**config.mk**
```make
export PLATFORM = sky130hd
export DESIGN_NAME = spi_slave_response_transmitter
export DESIGN_NICKNAME = d
export VERILOG_FILES = /design/src/rtl/spi_slave_response_transmitter.sv
export SDC_FILE = /design/constraint.sdc
export NUM_CORES = 1
export LEC_CHECK = 0
export BUFFER_PORTS_ARGS = -buffer_cell sky130_fd_sc_hd__buf_2
export CAP_MARGIN = 20
export CORE_UTILIZATION = 54
export DETAILED_ROUTE_END_ITERATION = 16
export HOLD_SLACK_MARGIN = 0.03
export PLACE_DENSITY = 0.76
export SYNTH_ARGS = -nofsm -noshare
export SYNTH_HDL_FRONTEND = slang
export SYNTH_SLANG_ARGS = --single-unit
```
**constraint.sdc**
```tcl
create_clock -name clock -period 6.2 [get_ports clock]
set_input_delay 0.31 -clock clock [delete_from_list [all_inputs] [get_ports clock]]
set_output_delay 0.31 -clock clock [all_outputs]
set_load 0.005 [all_outputs]
```
**src/rtl/spi_slave_response_transmitter.sv**
```systemverilog
// -----------------------------------------------------------------------------
// spi_slave_response_transmitter
//
// MISO-side companion to the SPI slave command receiver. Response entries
// (1..5 bytes, e.g. R1 / R3 / R7) are pushed through an Avalon-MM slave into
// a small FIFO. Each rising edge of io_ArgumentReadFinished arms one response,
// which is shifted out MSB first after NCR filler bytes of 0xFF.
//
// Optional build macro: SPI_TX_STATS_EN adds sent/aborted counters at addr 2.
//
// Ports:
//   clock, reset               system clock, synchronous active-high reset
//   io_Avalon_*                Avalon-MM slave (addr 0 STATUS, addr 1 PUSH)
//   io_SpiSck, io_SpiCsN       asynchronous SPI mode-0 clock / chip select
//   io_SpiMiso                 registered serial output, idles high
//   io_ArgumentReadFinished    level from receiver, rising edge arms a response
// -----------------------------------------------------------------------------
module spi_slave_response_transmitter #(
    parameter int FIFO_DEPTH = 8,
    parameter int NCR        = 1,
    parameter int NCR_LATE   = 8
) (
    input  logic        clock,
    input  logic        reset,
    input  logic [5:0]  io_Avalon_address,
    input  logic        io_Avalon_read,
    output logic [63:0] io_Avalon_readdata,
    input  logic        io_Avalon_write,
    input  logic [63:0] io_Avalon_writedata,
    output logic        io_Avalon_waitrequest,
    input  logic        io_SpiSck,
    input  logic        io_SpiCsN,
    output logic        io_SpiMiso,
    input  logic        io_ArgumentReadFinished
);
    localparam int AW = (FIFO_DEPTH > 1) ? $clog2(FIFO_DEPTH) : 1;

    typedef enum logic [1:0] {IDLE, WAIT_NCR, SEND} state_t;

    state_t      state;
    logic        sck_meta, sck_sync, sck_prev;
    logic        csn_meta, csn_sync, csn_prev;
    logic        arm_prev;
    logic [2:0]  bit_cnt;
    logic [2:0]  byte_idx;
    logic [7:0]  fillcnt;
    logic        miso;
    logic        late, abort_flag, arm_overrun, bad_len;

    logic [39:0] fifo_payload [FIFO_DEPTH];
    logic [2:0]  fifo_len     [FIFO_DEPTH];
    logic [AW-1:0] wr_ptr, rd_ptr;
    logic [AW:0]   count;

    // Edge events on the synchronised SPI pins; SCK is ignored while deselected.
    logic sck_rise, sck_fall, csn_rise, csn_fall, byte_end, arm;
    assign sck_rise = ~csn_sync & sck_sync & ~sck_prev;
    assign sck_fall = ~csn_sync & ~sck_sync & sck_prev;
    assign csn_rise = csn_sync & ~csn_prev;
    assign csn_fall = ~csn_sync & csn_prev;
    assign byte_end = sck_rise && (bit_cnt == 3'd7);
    assign arm      = io_ArgumentReadFinished & ~arm_prev;

    logic fifo_empty, fifo_full;
    logic [4:0] level;
    assign fifo_empty = (count == '0);
    assign fifo_full  = count[AW];
    assign level      = 5'(count);

    // Byte index 0 is the most significant of the n valid payload bytes.
    logic [39:0] head_payload, head_shifted;
    logic [2:0]  head_len, head_byte_sel;
    logic [7:0]  cur_byte;
    assign head_payload  = fifo_payload[rd_ptr];
    assign head_len      = fifo_len[rd_ptr];
    assign head_byte_sel = head_len - 3'd1 - byte_idx;
    assign head_shifted  = head_payload >> {head_byte_sel, 3'b000};
    assign cur_byte      = (state == SEND) ? head_shifted[7:0] : 8'hFF;

    logic [7:0] fill_next;
    logic       send_start, abort_evt, last_byte, pop;
    assign fill_next  = (fillcnt == 8'hFF) ? fillcnt : fillcnt + 8'd1;
    assign send_start = (state == WAIT_NCR) && byte_end && (fill_next >= 8'(NCR)) && !fifo_empty;
    assign abort_evt  = (state == SEND) && csn_rise;
    assign last_byte  = (byte_idx == head_len - 3'd1);
    assign pop        = abort_evt || ((state == SEND) && byte_end && last_byte);

    // A pop in the same cycle frees a slot, so a stalled push completes then.
    logic       push_req, push, len_ok, status_wr;
    logic [2:0] push_len;
    assign push_req              = io_Avalon_write && (io_Avalon_address == 6'd1);
    assign io_Avalon_waitrequest = push_req && fifo_full && !pop;
    assign push_len              = io_Avalon_writedata[42:40];
    assign len_ok                = (push_len != 3'd0) && (push_len <= 3'd5);
    assign push                  = push_req && !io_Avalon_waitrequest && len_ok;
    assign status_wr             = io_Avalon_write && (io_Avalon_address == 6'd0);

    logic late_set, overrun_set, bad_len_set;
    assign late_set    = (state == WAIT_NCR) && byte_end && (fill_next == 8'(NCR_LATE)) && fifo_empty;
    assign overrun_set = arm && (state != IDLE);
    assign bad_len_set = push_req && !io_Avalon_waitrequest && !len_ok;

    assign io_SpiMiso = miso;

    // Synchronisers, bit timing and the byte-granular response state machine.
    always_ff @(posedge clock) begin
        if (reset) begin
            sck_meta <= 1'b0;
            sck_sync <= 1'b0;
            sck_prev <= 1'b0;
            csn_meta <= 1'b1;
            csn_sync <= 1'b1;
            csn_prev <= 1'b1;
            arm_prev <= 1'b1;
            bit_cnt  <= 3'd0;
            miso     <= 1'b1;
            state    <= IDLE;
            byte_idx <= 3'd0;
            fillcnt  <= 8'd0;
        end else begin
            sck_meta <= io_SpiSck;
            sck_sync <= sck_meta;
            sck_prev <= sck_sync;
            csn_meta <= io_SpiCsN;
            csn_sync <= csn_meta;
            csn_prev <= csn_sync;
            arm_prev <= io_ArgumentReadFinished;

            if (csn_sync || csn_fall) begin
                bit_cnt <= 3'd0;
            end else if (sck_rise) begin
                bit_cnt <= bit_cnt + 3'd1;
            end

            if (csn_sync) begin
                miso <= 1'b1;
            end else if (csn_fall) begin
                miso <= cur_byte[7];
            end else if (sck_fall) begin
                miso <= cur_byte[3'd7 - bit_cnt];
            end

            case (state)
                IDLE: begin
                    if (arm) begin
                        state   <= WAIT_NCR;
                        fillcnt <= 8'd0;
                    end
                end
                WAIT_NCR: begin
                    if (byte_end) begin
                        fillcnt <= fill_next;
                    end
                    if (send_start) begin
                        state    <= SEND;
                        byte_idx <= 3'd0;
                    end
                end
                SEND: begin
                    if (abort_evt) begin
                        state    <= IDLE;
                        byte_idx <= 3'd0;
                    end else if (byte_end) begin
                        if (last_byte) begin
                            state    <= IDLE;
                            byte_idx <= 3'd0;
                        end else begin
                            byte_idx <= byte_idx + 3'd1;
                        end
                    end
                end
                default: state <= IDLE;
            endcase
        end
    end

    always_ff @(posedge clock) begin
        if (push) begin
            fifo_payload[wr_ptr] <= io_Avalon_writedata[39:0];
            fifo_len[wr_ptr]     <= push_len;
        end
    end

    always_ff @(posedge clock) begin
        if (reset) begin
            wr_ptr <= '0;
            rd_ptr <= '0;
            count  <= '0;
        end else begin
            if (push) wr_ptr <= wr_ptr + 1'b1;
            if (pop)  rd_ptr <= rd_ptr + 1'b1;
            if (push && !pop)      count <= count + 1'b1;
            else if (pop && !push) count <= count - 1'b1;
        end
    end

    // Sticky flags: a set in the same cycle as a W1C clear wins.
    always_ff @(posedge clock) begin
        if (reset) begin
            late        <= 1'b0;
            abort_flag  <= 1'b0;
            arm_overrun <= 1'b0;
            bad_len     <= 1'b0;
        end else begin
            late        <= (late        & ~(status_wr & io_Avalon_writedata[8]))  | late_set;
            abort_flag  <= (abort_flag  & ~(status_wr & io_Avalon_writedata[9]))  | abort_evt;
            arm_overrun <= (arm_overrun & ~(status_wr & io_Avalon_writedata[10])) | overrun_set;
            bad_len     <= (bad_len     & ~(status_wr & io_Avalon_writedata[11])) | bad_len_set;
        end
    end

`ifdef SPI_TX_STATS_EN
    logic [15:0] sent_count, aborted_count;
    logic        stats_clr;
    assign stats_clr = io_Avalon_write && (io_Avalon_address == 6'd2);

    always_ff @(posedge clock) begin
        if (reset || stats_clr) begin
            sent_count    <= 16'd0;
            aborted_count <= 16'd0;
        end else begin
            if (pop && !abort_evt) sent_count    <= sent_count + 16'd1;
            if (abort_evt)         aborted_count <= aborted_count + 16'd1;
        end
    end
`endif

    always_comb begin
        io_Avalon_readdata = '0;
        case (io_Avalon_address)
            6'd0: io_Avalon_readdata = {52'd0, bad_len, arm_overrun, abort_flag, late,
                                        (state != IDLE), fifo_empty, fifo_full, level};
`ifdef SPI_TX_STATS_EN
            6'd2: io_Avalon_readdata = {32'd0, sent_count, aborted_count};
`endif
            default: io_Avalon_readdata = '0;
        endcase
    end

    // Read data is combinational, so the read strobe and upper write bits carry no meaning.
    logic unused_inputs;
    assign unused_inputs = ^{io_Avalon_read, io_Avalon_writedata[63:43]};

endmodule

```
# Word level (Yosys, flattened, before mapping)
# Memories as Yosys holds them, arrays and structs flattened. A register that Yosys moved wholly into a read port is not among the register bits.
# Cells that the tools add are included.
[word_totals]
regBits = 38
romBits = 0
mem_count = 2
wordCells = 145
latchBits = 0
ram_bits = 344
[memory_table]
columns = ["memory", "words", "word_bits", "rd", "rd_clocked_by_memory_dff", "write_ports", "line", "rtl"]
rows = [
  ["fifo_payload", 8, 40, 1, 1, 1, "50", "logic [39:0] fifo_payload [FIFO_DEPTH];"],
  ["fifo_len", 8, 3, 1, 1, 1, "51", "logic [2:0] fifo_len [FIFO_DEPTH];"],
]
[classes]
add_sub_neg = 10
eq_ne = 12
n_mux = 29
reduce_logical = 41
div_mod_pow = 0
bitwise_logic = 28
n_lt_le_gt_ge = 3
n_mul = 0
shift = 1
[ops]
columns = ["op", "n"]
rows = [
  [">> shifter 40 x 6 -> 8 bit", 1],
  ["2-to-1 mux 8 bit", 4],
  ["2-to-1 mux 3 bit", 8],
  ["logical AND 1 bit", 20],
  ["case mux 8 bit (2 select lines)", 1],
  ["bitwise AND 1 bit", 15],
  ["adder 3 x 1 -> 3 bit, second input constant", 4],
  ["2-to-1 mux 12 bit", 1],
  ["2-to-1 mux 2 bit", 5],
  ["nonzero test 2 bit", 5],
  ["inverter 1 bit", 9],
  ["adder 8 x 1 -> 8 bit, second input constant", 1],
  ["== test 8 x 4 -> 1 bit, second input constant", 1],
  ["== test 8 bit, second input constant", 1],
  ["greater-or-equal comparator 8 x 1 -> 1 bit, second input constant", 1],
  ["2-to-1 mux 4 bit", 2],
  ["== test 6 x 1 -> 1 bit, second input constant", 1],
  ["logical NOT 6 bit", 1],
  ["inequality test 2 bit, second input constant", 3],
  ["inequality test 3 bit, second input constant", 2],
  ["case mux 2 bit (3 select lines)", 1],
  ["case mux 3 bit (2 select lines)", 1],
  ["AND reduction 3 bit", 2],
  ["logical NOT 1 bit", 5],
  ["other kinds (20)", 29],
]

# Depth between registers and ports, before layout
# Gate-level depths: netlist of run 1.
[logic_depth]
depth_word = 16
ltp_mapped = 23

# Least setup slack after synthesis of run 1
# No wires, ideal clock.
[synth_path]
path_type = "register to register"
from = "register (tool-made name)"
to = "memory fifo_len[0][0] (enable)"
setup_ns = 0.497
path_slack_ns = -0.670
path_buffers = 6
required_ns = 5.703
path_stages_with_launch = 18
arrival_time_ns = 6.374
synth_period_minus_slack_ns = 6.870
path_cell_list = "dfxtp_1 buf_6 buf_12 buf_6 buf_4 buf_4 mux4_2 nand2_1 and2_1 inv_1 ha_1 clkbuf_1 and2_1 o211a_1 o21ai_4 a211oi_4 nand2b_1 nor3_1"
[synth_lines]
columns = ["item", "line"]
rows = [
  ["to (decl)", "51"],
]

==> results of run 1 <==
==> what timing repair did <==
item | 4_1_cts | 5_1_grt
endpoints found under the hold margin | 11 | 0
gates resized for setup | 0 | 0
buffers inserted | 0 | 0
hold buffers | 5 | 0
==> critical path, cell delays in order, from the launching register on <==
cell,delay [ps]
dfxtp_4,800
mux4_2,420
nand2_1,80
and2_1,190
ha_1,180
xor2_1,270
and3_1,250
o211a_1,220
o21ai_4,120
a211oi_4,430
nand2b_1,340
nor2_4,750
buf_12,280
==> power by group <==
part | internal, mW | switching [mW] | total (mW)
Clock | 1.37 | 0.970 | 2.34
Sequential | 2.82 | 0.00206 | 2.83
Combinational | 0.0206 | 0.0530 | 0.0735
Total | 4.21 | 1.02 | 5.24
==> registers in the layout (all words and copies together), names as in the netlist, 2 cells and up, named ones only <==
| register | flops |
|---|---|
| state | 2 |
| fifo_payload | 320 |
| wr_ptr | 3 |
| fillcnt | 8 |
| fifo_len | 24 |
| byte_idx | 3 |
| count | 4 |
| bit_cnt | 3 |
| rd_ptr | 3 |
==> metrics by stage <==
stage	setup slack [ps]	instances	total power [mW]
detailed placement	1503	1345	2.950
finish	1510	1423	5.238
CTS	1477	1422	5.264
floorplan	480.6	971	2.927
global route	1241	1423	5.374
global placement	1602	1345	2.946
==> routing by layer <==
metal  vias to the layer above  track usage
li1                       3718            -
met1                      4281       0.2862
met2                       342       0.3520
met3                        60      0.04693
met4                         0      0.06981
met5                         -            0
==> cell usage in the layout (no fill, tap or decap), types with 6 or more instances in the layout <==
cell type	netlist	layout
a21oi_1	27	27
a221oi_1	8	8
a22oi_1	9	9
a31oi_1	6	6
and2_1	14	14
buf_12	2	8
buf_2	12	67
buf_4	60	6
clkbuf_16	0	40
clkinv_2	0	8
conb_1	1	53
dfxtp_1	41	39
edfxtp_1	344	344
ha_1	12	12
inv_1	13	13
mux2i_1	47	47
mux4_1	10	10
mux4_2	65	65
nand2_1	33	33
nand2b_1	8	8
nand3_1	12	12
nor2_1	55	49
nor2_4	0	6
nor2b_1	12	12
nor3_1	9	7
o21ai_0	16	16
o22ai_1	7	7
xnor2_1	6	6
==> logic make-up after synthesis <==
| family | after synthesis |
|---|---|
| other | 1 |
| muxes | 124 |
| adders and majority gates | 14 |
| DFF | 385 |
| xor gates and xnor gates | 11 |
| AOI/OAI and AO/OA | 109 |
| and+or+nand+nor | 170 |
| buffers and inverters | 105 |
==> worst max-delay path by stage <==
| stage | end | slack, ps | cells past startpoint |
|---|---|---|---|
| 5_1_grt | fifo_payload[6][19] | 1240 | 12 |
| 6_report | fifo_payload[2][15] | 1510 | 12 |
| 3_5_place_dp | fifo_payload[2][25] | 1500 | 12 |
| 2_1_floorplan | fifo_len[2][0] | 480 | 17 |
| 3_3_place_gp | fifo_payload[1][14] | 1600 | 12 |
| 4_1_cts | fifo_payload[2][35] | 1480 | 12 |
==> final cells by class <==
cell class | count | area, um^2 | area share
multi-input combinational | 481 | 4369 | 0.2433
clock buffer | 49 | 1075 | 0.05986
timing repair buffer | 86 | 590.6 | 0.03289
antenna | 1 | 2.502 | 0.0001394
inverter | 14 | 52.55 | 0.002927
sequential | 385 | 11160 | 0.6215
tap | 384 | 480.5 | 0.02676
clock inverter | 23 | 226.5 | 0.01261
==> impl_metrics.prom, run 1 <==
# TYPE chip_impl_metric gauge
chip_impl_info{name="synth_top_family_by_area",value="multiplexers"} 1
chip_impl_metric{name="yosys.area_share.simple",unit=""} 0.05309
chip_impl_metric{name="drt_first_iter_violations",unit=""} 830
chip_impl_metric{name="hpwl",unit="um"} 18500
chip_impl_info{name="outcome",value="completed"} 1
chip_impl_metric{name="drtAntennaViolNets",unit=""} 0
chip_impl_info{name="top_layer",value="met4"} 1
chip_impl_metric{name="clock-skew-final",unit="ps"} 17.70
chip_impl_metric{name="setup_viol",unit=""} 0
chip_impl_metric{name="postLayoutCoreUtil",unit=""} 0.6222
chip_impl_metric{name="worst_slew_margin_rel",unit=""} 0.3801
chip_impl_metric{name="gp_routability_congestion",unit=""} 0.8161
chip_impl_metric{name="grtUsageTotal",unit=""} 0.2142
chip_impl_metric{name="antenna_found_initial",unit=""} 1
chip_impl_metric{name="final_period_minus_worst_setup_slack",unit="ps"} 4690
chip_impl_info{name="synth_area_leaders",value="edfxtp_1 65%, mux4_2 9.2%, dfxtp_1 5.1%"} 1
chip_impl_metric{name="numCtsBuffers",unit=""} 40
chip_impl_info{name="synth_top_cell_by_area",value="edfxtp_1"} 1
chip_impl_metric{name="num-nets-final",unit=""} 1099
chip_impl_metric{name="clock_sinks",unit=""} 385
chip_impl_metric{name="clk_path_buf_depth",unit=""} 3
chip_impl_metric{name="clk_pin_slew",unit="ps"} 60
chip_impl_metric{name="dr_wl_met2",unit="um"} 15290
chip_impl_metric{name="synth_warnings",unit=""} 0
chip_impl_metric{name="vertical_die_dimension",unit="um"} 173.9
chip_impl_metric{name="floorplan.initialDensity",unit=""} 0.5529
chip_impl_info{name="worstHoldPathType",value="in -> reg"} 1
chip_impl_metric{name="route.layer.met1.wl",unit="um"} 13290
chip_impl_info{name="critPathCaptureType",value="flop"} 1
chip_impl_metric{name="post_synth_fa_ha_maj_area_fraction",unit=""} 0.01192
chip_impl_metric{name="ys_async_sr_fraction",unit=""} 0
chip_impl_info{name="synth_ff_type",value="edfxtp_1"} 1
chip_impl_metric{name="grt_overflow_total",unit=""} 0
chip_impl_metric{name="grt_first_pass_wirelength",unit="um"} 48380
chip_impl_metric{name="synth_seq_area_share",unit=""} 0.6989
chip_impl_metric{name="synthMuxAreaShare",unit=""} 0.1391
chip_impl_info{name="critical_path.reg2reg.endpoint",value="fifo_payload[2][15]"} 1
chip_impl_metric{name="hold-path-cell-count",unit=""} 1
chip_impl_metric{name="worst_ep_arrival",unit="ps"} 4920
chip_impl_metric{name="drtPass1Iterations",unit=""} 5
chip_impl_metric{name="hold_viol",unit=""} 0
chip_impl_metric{name="vias_per_cell",unit=""} 5.904
chip_impl_info{name="timing.hold.worst.start",value="io_Avalon_writedata[4]"} 1
chip_impl_metric{name="areaGrowthSynthToFinish",unit="%"} 12.54
chip_impl_metric{name="buffer_ports.inserted",unit=""} 67
chip_impl_metric{name="gate_count_post_synth",unit=""} 919
chip_impl_metric{name="final.setup.tns",unit="ps"} 0
chip_impl_metric{name="post_synth_xor_area_fraction",unit=""} 0.006039
chip_impl_metric{name="cts_max_level",unit=""} 2
chip_impl_metric{name="finalHoldWorstSlack",unit="ps"} 48.02
chip_impl_metric{name="setup.reg_to_reg.worst_slack",unit="ps"} 1510
chip_impl_info{name="clock-root-buffer",value="clkbuf_16"} 1
chip_impl_metric{name="grt_start_max_net_pins",unit=""} 48
chip_impl_metric{name="power.ir.vdd_worst",unit="mV"} 0.3304
chip_impl_metric{name="routed_wirelength",unit="um"} 31680
chip_impl_metric{name="top_level_ports",unit=""} 143
chip_impl_info{name="start_kind",value="flop"} 1
chip_impl_metric{name="row_count",unit=""} 62
chip_impl_info{name="grt_setup_unrepaired",value="no"} 1
chip_impl_metric{name="number_of_synthesized_register_bits",unit=""} 385
chip_impl_metric{name="post-route-drc-count",unit=""} 0
chip_impl_metric{name="post_dp_cell_area",unit="mm^2"} 0.01660
chip_impl_metric{name="die_x",unit="um"} 173.9
chip_impl_metric{name="netlist_area",unit="mm^2"} 0.01595
chip_impl_metric{name="worstPathMaxFanout",unit=""} 47
chip_impl_metric{name="number_of_synthesized_flops_with_an_enable_pin",unit=""} 344
chip_impl_metric{name="via_count_of_the_first_global_routing_pass",unit=""} 8502
chip_impl_info{name="crit_type",value="reg -> reg"} 1
chip_impl_metric{name="postLayoutCellArea",unit="mm^2"} 0.01795
chip_impl_info{name="synth_most_common_cell",value="edfxtp_1"} 1
chip_impl_metric{name="die-area",unit="mm^2"} 0.03024
chip_impl_metric{name="fill_cells",unit=""} 2043
chip_impl_metric{name="power_leakage",unit="nW"} 5.856
chip_impl_metric{name="worst_ep_required_time",unit="ps"} 6430
chip_impl_metric{name="reg2regPathDepth",unit=""} 12
chip_impl_metric{name="via_count",unit=""} 8401
chip_impl_metric{name="timing.final.crit_share",unit=""} 0.7565
chip_impl_metric{name="powerDensity",unit="mW/mm^2"} 291.7
chip_impl_info{name="hold-path-endpoint",value="fifo_payload[6][4]"} 1
chip_impl_metric{name="final_layout_size_suffix_gt1_frac",unit=""} 0.2245
chip_impl_metric{name="clkLatencyLatePin",unit="ps"} 530
chip_impl_metric{name="synth.avg_cell_area",unit="um^2"} 17.36
chip_impl_metric{name="worstMarginPinSlew",unit="ps"} 922.7
chip_impl_metric{name="route.detailed.wl_per_inst",unit="um"} 22.26
chip_impl_metric{name="floorplan.core_area",unit="mm^2"} 0.02886
chip_impl_metric{name="synth_largest_type_area_fraction",unit=""} 0.6475
chip_impl_metric{name="max_freq",unit="MHz"} 213.2
chip_impl_metric{name="dr_wl_met3",unit="um"} 2405
chip_impl_metric{name="synth_compound_gate_area_share",unit=""} 0.04698
chip_impl_metric{name="drv.max_cap_violation_count",unit=""} 0
chip_impl_metric{name="slew_limit_fails",unit=""} 0
chip_impl_info{name="synth.top_cells.by_count",value="344 x edfxtp_1, 65 x mux4_2, 60 x buf_4"} 1
chip_impl_metric{name="netlist-cell-type-count",unit=""} 65
chip_impl_info{name="cts_tree",value="built"} 1
Power figures use the tool's default switching activity.
==> inputs of run 2 (changes only) <==
- clock period: 6.2 -> 4.2 ns (I/O delays scaled with it)
==> run 2 against run 1 <==
Sequential share of layout area is 1.4 points lower. Core utilization is 1.4 points higher. Sequential power is 47% higher. Via count is 2.1% higher. Hold slack worse by 4.8 ps. Die area stayed put. Global-route usage hardly changed. Critical path depth is 5 higher. Power is 45% higher. First-iteration DRC count is 4.0% higher.
==> impl_metrics.prom, run 2 (synthesis gave the netlist of run 1 again) <==
# TYPE chip_impl_metric gauge
chip_impl_info{name="outcome",value="completed"} 1
chip_impl_metric{name="reg2regPathDepth",unit=""} 17
chip_impl_info{name="crit_type",value="reg -> reg"} 1
chip_impl_metric{name="post_cts_resized",unit=""} 0
chip_impl_info{name="grt_setup_unrepaired",value="no"} 1
chip_impl_metric{name="antenna_found_initial",unit=""} 1
chip_impl_metric{name="areaGrowthSynthToFinish",unit="%"} 15.09
chip_impl_metric{name="power.ir.vdd_worst",unit="mV"} 0.4068
chip_impl_info{name="hold-path-endpoint",value="fifo_payload[6][11]"} 1
chip_impl_metric{name="post_layout_nonfiller_instances",unit=""} 1479
chip_impl_metric{name="worst_slew_margin_rel",unit=""} 0.3790
chip_impl_metric{name="clock_sinks",unit=""} 385
chip_impl_metric{name="hold-path-cell-count",unit=""} 1
chip_impl_metric{name="timing.final.crit_share",unit=""} 0.9402
chip_impl_metric{name="grt_overflow_total",unit=""} 0
chip_impl_metric{name="instance_count_after_placement_with_tap_cells_included",unit=""} 1362
chip_impl_metric{name="vertical_die_dimension",unit="um"} 173.9
chip_impl_metric{name="num-nets-final",unit=""} 1155
chip_impl_metric{name="worstMarginPinSlew",unit="ps"} 924.4
chip_impl_info{name="clock-root-buffer",value="clkbuf_16"} 1
chip_impl_metric{name="row_count",unit=""} 62
chip_impl_metric{name="ff_latch_area",unit="mm^2"} 0.01116
chip_impl_metric{name="worst_ep_required_time",unit="ps"} 4670
chip_impl_metric{name="largest_reg_flops",unit=""} 320
chip_impl_metric{name="setup.reg_to_reg.worst_slack",unit="ps"} 250
chip_impl_metric{name="route.detailed.wl_per_inst",unit="um"} 21.50
chip_impl_metric{name="floorplan.core_area",unit="mm^2"} 0.02886
chip_impl_metric{name="clk_pin_slew",unit="ps"} 60
chip_impl_metric{name="critPathMaxStageDelay",unit="ps"} 520
chip_impl_metric{name="drtPass1Iterations",unit=""} 5
chip_impl_metric{name="worstPathMaxFanout",unit=""} 9
chip_impl_metric{name="multiInputGateArea",unit="mm^2"} 0.004387
chip_impl_info{name="layout.cells.most_common_list",value="344 x edfxtp_1, 67 x buf_2, 65 x mux4_2"} 1
chip_impl_info{name="worstHoldPathType",value="in -> reg"} 1
chip_impl_info{name="layout.cells.most_common",value="edfxtp_1"} 1
chip_impl_info{name="critPathTopFamily",value="compound AO/OA/AOI/OAI gates"} 1
chip_impl_info{name="largest_registers",value="fifo_payload: 320 flops, fifo_len: 24 flops, fillcnt: 8 flops"} 1
chip_impl_metric{name="finalHoldWorstSlack",unit="ps"} 43.26
chip_impl_metric{name="via_count",unit=""} 8581
chip_impl_info{name="crit_top_cell",value="ha_1"} 1
chip_impl_metric{name="worstPathBufferInverterCount",unit=""} 2
chip_impl_metric{name="die-area",unit="mm^2"} 0.03024
chip_impl_metric{name="max_freq",unit="MHz"} 253.2
chip_impl_metric{name="drt_first_iter_violations",unit=""} 863
chip_impl_metric{name="clk_path_buf_depth",unit=""} 3
chip_impl_metric{name="post-route-drc-count",unit=""} 0
chip_impl_metric{name="slew_limit_fails",unit=""} 0
chip_impl_metric{name="floorplan.initialDensity",unit=""} 0.5529
chip_impl_metric{name="final.setup.tns",unit="ps"} 0
chip_impl_info{name="crit_path_cell_trace",value="mux4_2, mux2i_1, ha_1, inv_1, ha_1, and2_4, o211a_1, o21ai_4, a211oi_4, ha_1, inv_1, ha_1, a21o_1, a21oi_1, xnor2_1, or3_1, a21oi_1"} 1
chip_impl_metric{name="top_level_ports",unit=""} 143
chip_impl_metric{name="powerDensity",unit="mW/mm^2"} 412.9
chip_impl_info{name="top_register",value="fifo_payload"} 1
chip_impl_metric{name="worst_ep_arrival",unit="ps"} 4420
chip_impl_metric{name="clkLatencyLatePin",unit="ps"} 540
chip_impl_metric{name="via_count_of_the_first_global_routing_pass",unit=""} 8599
chip_impl_metric{name="power_leakage",unit="nW"} 6.077
chip_impl_info{name="cts_tree",value="built"} 1
chip_impl_metric{name="hpwl",unit="um"} 19040
chip_impl_info{name="start_kind",value="flop"} 1
chip_impl_metric{name="die_x",unit="um"} 173.9
chip_impl_metric{name="postLayoutCoreUtil",unit=""} 0.6363
chip_impl_info{name="timing.hold.worst.start",value="io_Avalon_writedata[11]"} 1
chip_impl_metric{name="cts_max_level",unit=""} 2
chip_impl_info{name="critical_path.reg2reg.endpoint",value="count[3]"} 1
chip_impl_metric{name="drv.max_cap_violation_count",unit=""} 0
chip_impl_metric{name="grt_first_pass_wirelength",unit="um"} 49130
chip_impl_metric{name="gp_routability_congestion",unit=""} 0.8119
chip_impl_metric{name="setup_ws",unit="ps"} 251.0
chip_impl_metric{name="hold_viol",unit=""} 0
chip_impl_metric{name="fill_cells",unit=""} 1999
chip_impl_metric{name="place_worst_setup_slack",unit="ps"} 243.5
chip_impl_info{name="critPathCaptureType",value="flop"} 1
chip_impl_metric{name="grt_start_max_net_pins",unit=""} 40
chip_impl_metric{name="setup_viol",unit=""} 0
chip_impl_metric{name="drtAntennaViolNets",unit=""} 0
chip_impl_metric{name="buffer_ports.inserted",unit=""} 67
chip_impl_metric{name="numCtsBuffers",unit=""} 39
chip_impl_info{name="timing.critical_path.slowest_stage_cell",value="mux4_2"} 1
chip_impl_metric{name="vias_per_cell",unit=""} 5.802
chip_impl_metric{name="clock-skew-final",unit="ps"} 25.49
chip_impl_metric{name="grtUsageTotal",unit=""} 0.2145
chip_impl_metric{name="final_period_minus_worst_setup_slack",unit="ps"} 3949
chip_impl_metric{name="final_layout_size_suffix_gt1_frac",unit=""} 0.2276
chip_impl_metric{name="routed_wirelength",unit="um"} 31800
[run 2: timing repair]
action	4_1_cts	5_1_grt
endpoints found under the hold margin	331	8
hold buffers	44	1
buffers inserted	0	0
[run 2: metrics by stage]
| stage | area [um^2] | total power [mW] |
|---|---|---|
| 2_1_floorplan | 16270 | 4.321 |
| 3_3_place_gp | 16700 | 4.349 |
| 3_5_place_dp | 16700 | 4.355 |
| 4_1_cts | 18350 | 7.624 |
| 5_1_grt | 18360 | 7.788 |
| 6_report | 18360 | 7.582 |
[run 2: report_power, final]
group	total [mW]	switching, mW	internal, mW
Combinational	0.138	0.0835	0.0550
Sequential	4.17	0.00331	4.17
Clock	3.27	1.40	1.87
Total	7.58	1.49	6.10
[run 2: area by class of cell]
class,count,share of cell area
multi-input cells,481,0.2389
inverters,14,0.002862
clock inverters,25,0.01029
diodes,1,0.0001363
repair buffers,143,0.05819
clock buffers,46,0.05574
well taps,384,0.02617
flip-flops and latches,385,0.6077
[run 2: worst max path at each step]
stage	start	to	depth (start not counted)
global route	flop	count[3]	16
global placement	flop	count[3]	17
floorplan	flop	fifo_len[1][0]	17
finish	flop	count[3]	17
CTS	flop	count[3]	17
detailed placement	flop	count[3]	17
[run 2: layer usage]
metal	part of all wire	wire, um	track usage	up-vias
met5	0	0	0	-
met4	0.022	703	0.06469	0
met3	0.065	2080	0.03794	58
met2	0.48	15410	0.3462	374
met1	0.43	13610	0.3008	4322
li1	-	-	-	3827
==> inputs of run 3 (changes only) <==
==> constraint.sdc (replaced) <==
create_clock -name clock -period 3.3 [get_ports clock]
set_input_delay 0.33 -clock clock [delete_from_list [all_inputs] [get_ports clock]]
set_output_delay 0.33 -clock clock [all_outputs]
set_load 0.005 [all_outputs]
==> run 3 against run 2 <==
The flow now finishes with violations (setup timing). Via count up 2.3%. Final area is 3.7% higher. Die area stayed put. Sequential cell count did not move. Sequential power up 27%. Hold slack better by 12 ps. Register-to-register slack worse by 530 ps. Clock skew about the same. Count of clock-buffer cells in the layout increased by 2. Sequential share of layout area is 2.1 points lower. Critical path type unchanged. First-iteration DRC count fell by 12%.
==> impl_metrics.prom, run 3 (synthesis gave the netlist of run 1 again) <==
# TYPE chip_impl_metric gauge
chip_impl_metric{name="route.detailed.wl_per_inst",unit="um"} 22.32
chip_impl_metric{name="top_level_ports",unit=""} 143
chip_impl_metric{name="num-nets-final",unit=""} 1175
chip_impl_metric{name="numCtsBuffers",unit=""} 39
chip_impl_metric{name="grt_start_max_net_pins",unit=""} 35
chip_impl_metric{name="die-area",unit="mm^2"} 0.03024
chip_impl_info{name="critPathCaptureType",value="flop"} 1
chip_impl_info{name="timing.critical_path.slowest_stage_cell",value="mux4_2"} 1
chip_impl_metric{name="vertical_die_dimension",unit="um"} 173.9
chip_impl_metric{name="grt_overflow_total",unit=""} 0
chip_impl_metric{name="drtPass1Iterations",unit=""} 4
chip_impl_info{name="violations",value="setup timing"} 1
chip_impl_metric{name="worstPathBufferInverterCount",unit=""} 2
chip_impl_metric{name="postLayoutCellArea",unit="mm^2"} 0.01903
chip_impl_metric{name="buffer_ports.inserted",unit=""} 67
chip_impl_info{name="crit_type",value="reg -> reg"} 1
chip_impl_metric{name="timing.final.crit_share",unit=""} 1.084
chip_impl_metric{name="worst_ep_arrival",unit="ps"} 4030
chip_impl_info{name="start_kind",value="flop"} 1
chip_impl_metric{name="final_layout_size_suffix_gt1_frac",unit=""} 0.3070
chip_impl_metric{name="setup_viol",unit=""} 349
chip_impl_metric{name="post-route-drc-count",unit=""} 0
chip_impl_metric{name="setup.reg_to_reg.worst_slack",unit="ps"} -280
chip_impl_metric{name="routed_wirelength",unit="um"} 33460
chip_impl_info{name="largest_registers",value="fifo_payload: 320 flops, fifo_len: 24 flops, fillcnt: 8 flops"} 1
chip_impl_metric{name="floorplan.core_area",unit="mm^2"} 0.02886
chip_impl_metric{name="hold_viol",unit=""} 0
chip_impl_metric{name="drv.max_cap_violation_count",unit=""} 0
chip_impl_metric{name="worstPathMaxFanout",unit=""} 6
chip_impl_metric{name="power_leakage",unit="nW"} 6.351
chip_impl_metric{name="hpwl",unit="um"} 20040
chip_impl_metric{name="vias_per_cell",unit=""} 5.856
chip_impl_info{name="clock-root-buffer",value="clkbuf_16"} 1
chip_impl_metric{name="worst_ep_required_time",unit="ps"} 3750
chip_impl_metric{name="clock-skew-final",unit="ps"} 25.97
chip_impl_metric{name="powerDensity",unit="mW/mm^2"} 509.0
chip_impl_metric{name="grtUsageTotal",unit=""} 0.2272
chip_impl_metric{name="clock_sinks",unit=""} 385
chip_impl_metric{name="grt_first_pass_wirelength",unit="um"} 51410
chip_impl_info{name="cts_tree",value="built"} 1
chip_impl_metric{name="clkLatencyLatePin",unit="ps"} 540
chip_impl_info{name="crit_top_cell",value="ha_4"} 1
chip_impl_metric{name="die_x",unit="um"} 173.9
chip_impl_metric{name="areaGrowthSynthToFinish",unit="%"} 19.30
chip_impl_metric{name="total_power",unit="mW"} 9.688
chip_impl_info{name="grt_setup_unrepaired",value="yes"} 1
chip_impl_metric{name="antenna_found_initial",unit=""} 2
chip_impl_metric{name="worstMarginPinSlew",unit="ps"} 618.1
chip_impl_metric{name="via_count",unit=""} 8778
chip_impl_metric{name="clk_pin_slew",unit="ps"} 60
chip_impl_metric{name="drt_first_iter_violations",unit=""} 756
chip_impl_metric{name="gp_routability_congestion",unit=""} 0.8285
chip_impl_info{name="top_register",value="fifo_payload"} 1
chip_impl_info{name="outcome",value="complete, but fails checks"} 1
chip_impl_info{name="worstHoldPathType",value="in -> reg"} 1
chip_impl_metric{name="final_period_minus_worst_setup_slack",unit="ps"} 3577
chip_impl_info{name="layout.cells.most_common_list",value="344 x edfxtp_1, 67 x buf_2, 65 x mux4_2"} 1
chip_impl_metric{name="clk_path_buf_depth",unit=""} 3
chip_impl_metric{name="drtAntennaViolNets",unit=""} 0
chip_impl_metric{name="via_count_of_the_first_global_routing_pass",unit=""} 8811
chip_impl_info{name="crit_path_cell_trace",value="mux4_2, mux2i_4, ha_4, inv_4, ha_4, and2_4, o211a_4, o21ai_4, a211oi_4, ha_4, inv_4, ha_4, a21o_1, a21oi_2, xnor2_1, or3_1, a21oi_1"} 1
chip_impl_metric{name="slew_limit_fails",unit=""} 0
chip_impl_metric{name="power.ir.vdd_worst",unit="mV"} 0.4484
chip_impl_metric{name="row_count",unit=""} 62
chip_impl_metric{name="cts_max_level",unit=""} 2
chip_impl_metric{name="worst_slew_margin_rel",unit=""} 0.5870
chip_impl_info{name="critPathTopFamily",value="compound AO/OA/AOI/OAI gates"} 1
chip_impl_metric{name="setup_ws",unit="ps"} -277.0
chip_impl_metric{name="largest_reg_flops",unit=""} 320
chip_impl_metric{name="critPathMaxStageDelay",unit="ps"} 550
chip_impl_metric{name="post_dp_cell_area",unit="mm^2"} 0.01722
chip_impl_metric{name="max_freq",unit="MHz"} 279.6
chip_impl_info{name="layout.cells.most_common",value="edfxtp_1"} 1
chip_impl_metric{name="floorplan.initialDensity",unit=""} 0.5529
==> run 3: worst paths after layout <==
path	from	end	depth (start not counted)
setup / recovery	flop	count[3]	17
hold / removal	io_Avalon_writedata[5]	fifo_payload[4][5]	1
setup reg to reg	flop	count[3]	17
hold reg to reg	csn_meta	csn_sync	1
==> run 3: cell type report <==
cell class / count / area (um^2)
Tap cell: 384 / 480.5
Sequential cell: 385 / 11160
Inverter: 14 / 60.06
Antenna cell: 1 / 2.502
Multi-Input combinational cell: 481 / 4632
Clock buffer: 48 / 1010
Fill cell: 1864 / 9824
Timing Repair Buffer: 163 / 1459
Clock inverter: 23 / 231.5
==> run 3: metal layers <==
metal	GRT usage	part of all wire	vias up	routed length, um
met2	0.3810	0.50	360	16870
met5	0	0	-	0
met1	0.3033	0.40	4478	13500
met4	0.07931	0.025	0	840
li1	-	-	3882	-
met3	0.03728	0.067	58	2250
==> run 3: where the power goes <==
group          internal, mW  switching [mW]
registers              5.30         0.00420
clock network          2.44            1.80
logic                0.0418           0.101
total                  7.78            1.91
==> run 3: stage by stage <==
stage          setup WS, ps  std cells  setup TNS [ps]  utilization  hold slack (ps)
3_3_place_gp         -353.1       1407          -15950       0.5969            396.2
6_report             -277.0       1499          -44950       0.6596            54.78
5_1_grt              -410.2       1499          -91030       0.6596            45.54
4_1_cts              -286.5       1496          -55290       0.6545            36.59
3_5_place_dp         -401.2       1407          -36120       0.5969            407.7
2_1_floorplan         -1364        971         -351190            -            389.5
==> run 3: timing repair <==
action / in CTS / in global routing
hold endpoints to repair: 3 / 0
gates cloned: 6 / 0
setup buffers: 11 / 2
resized for setup: 33 / 24
hold buffers: 3 / 0
endpoints found under the setup margin: 349 / 349
pin swaps: 27 / 17
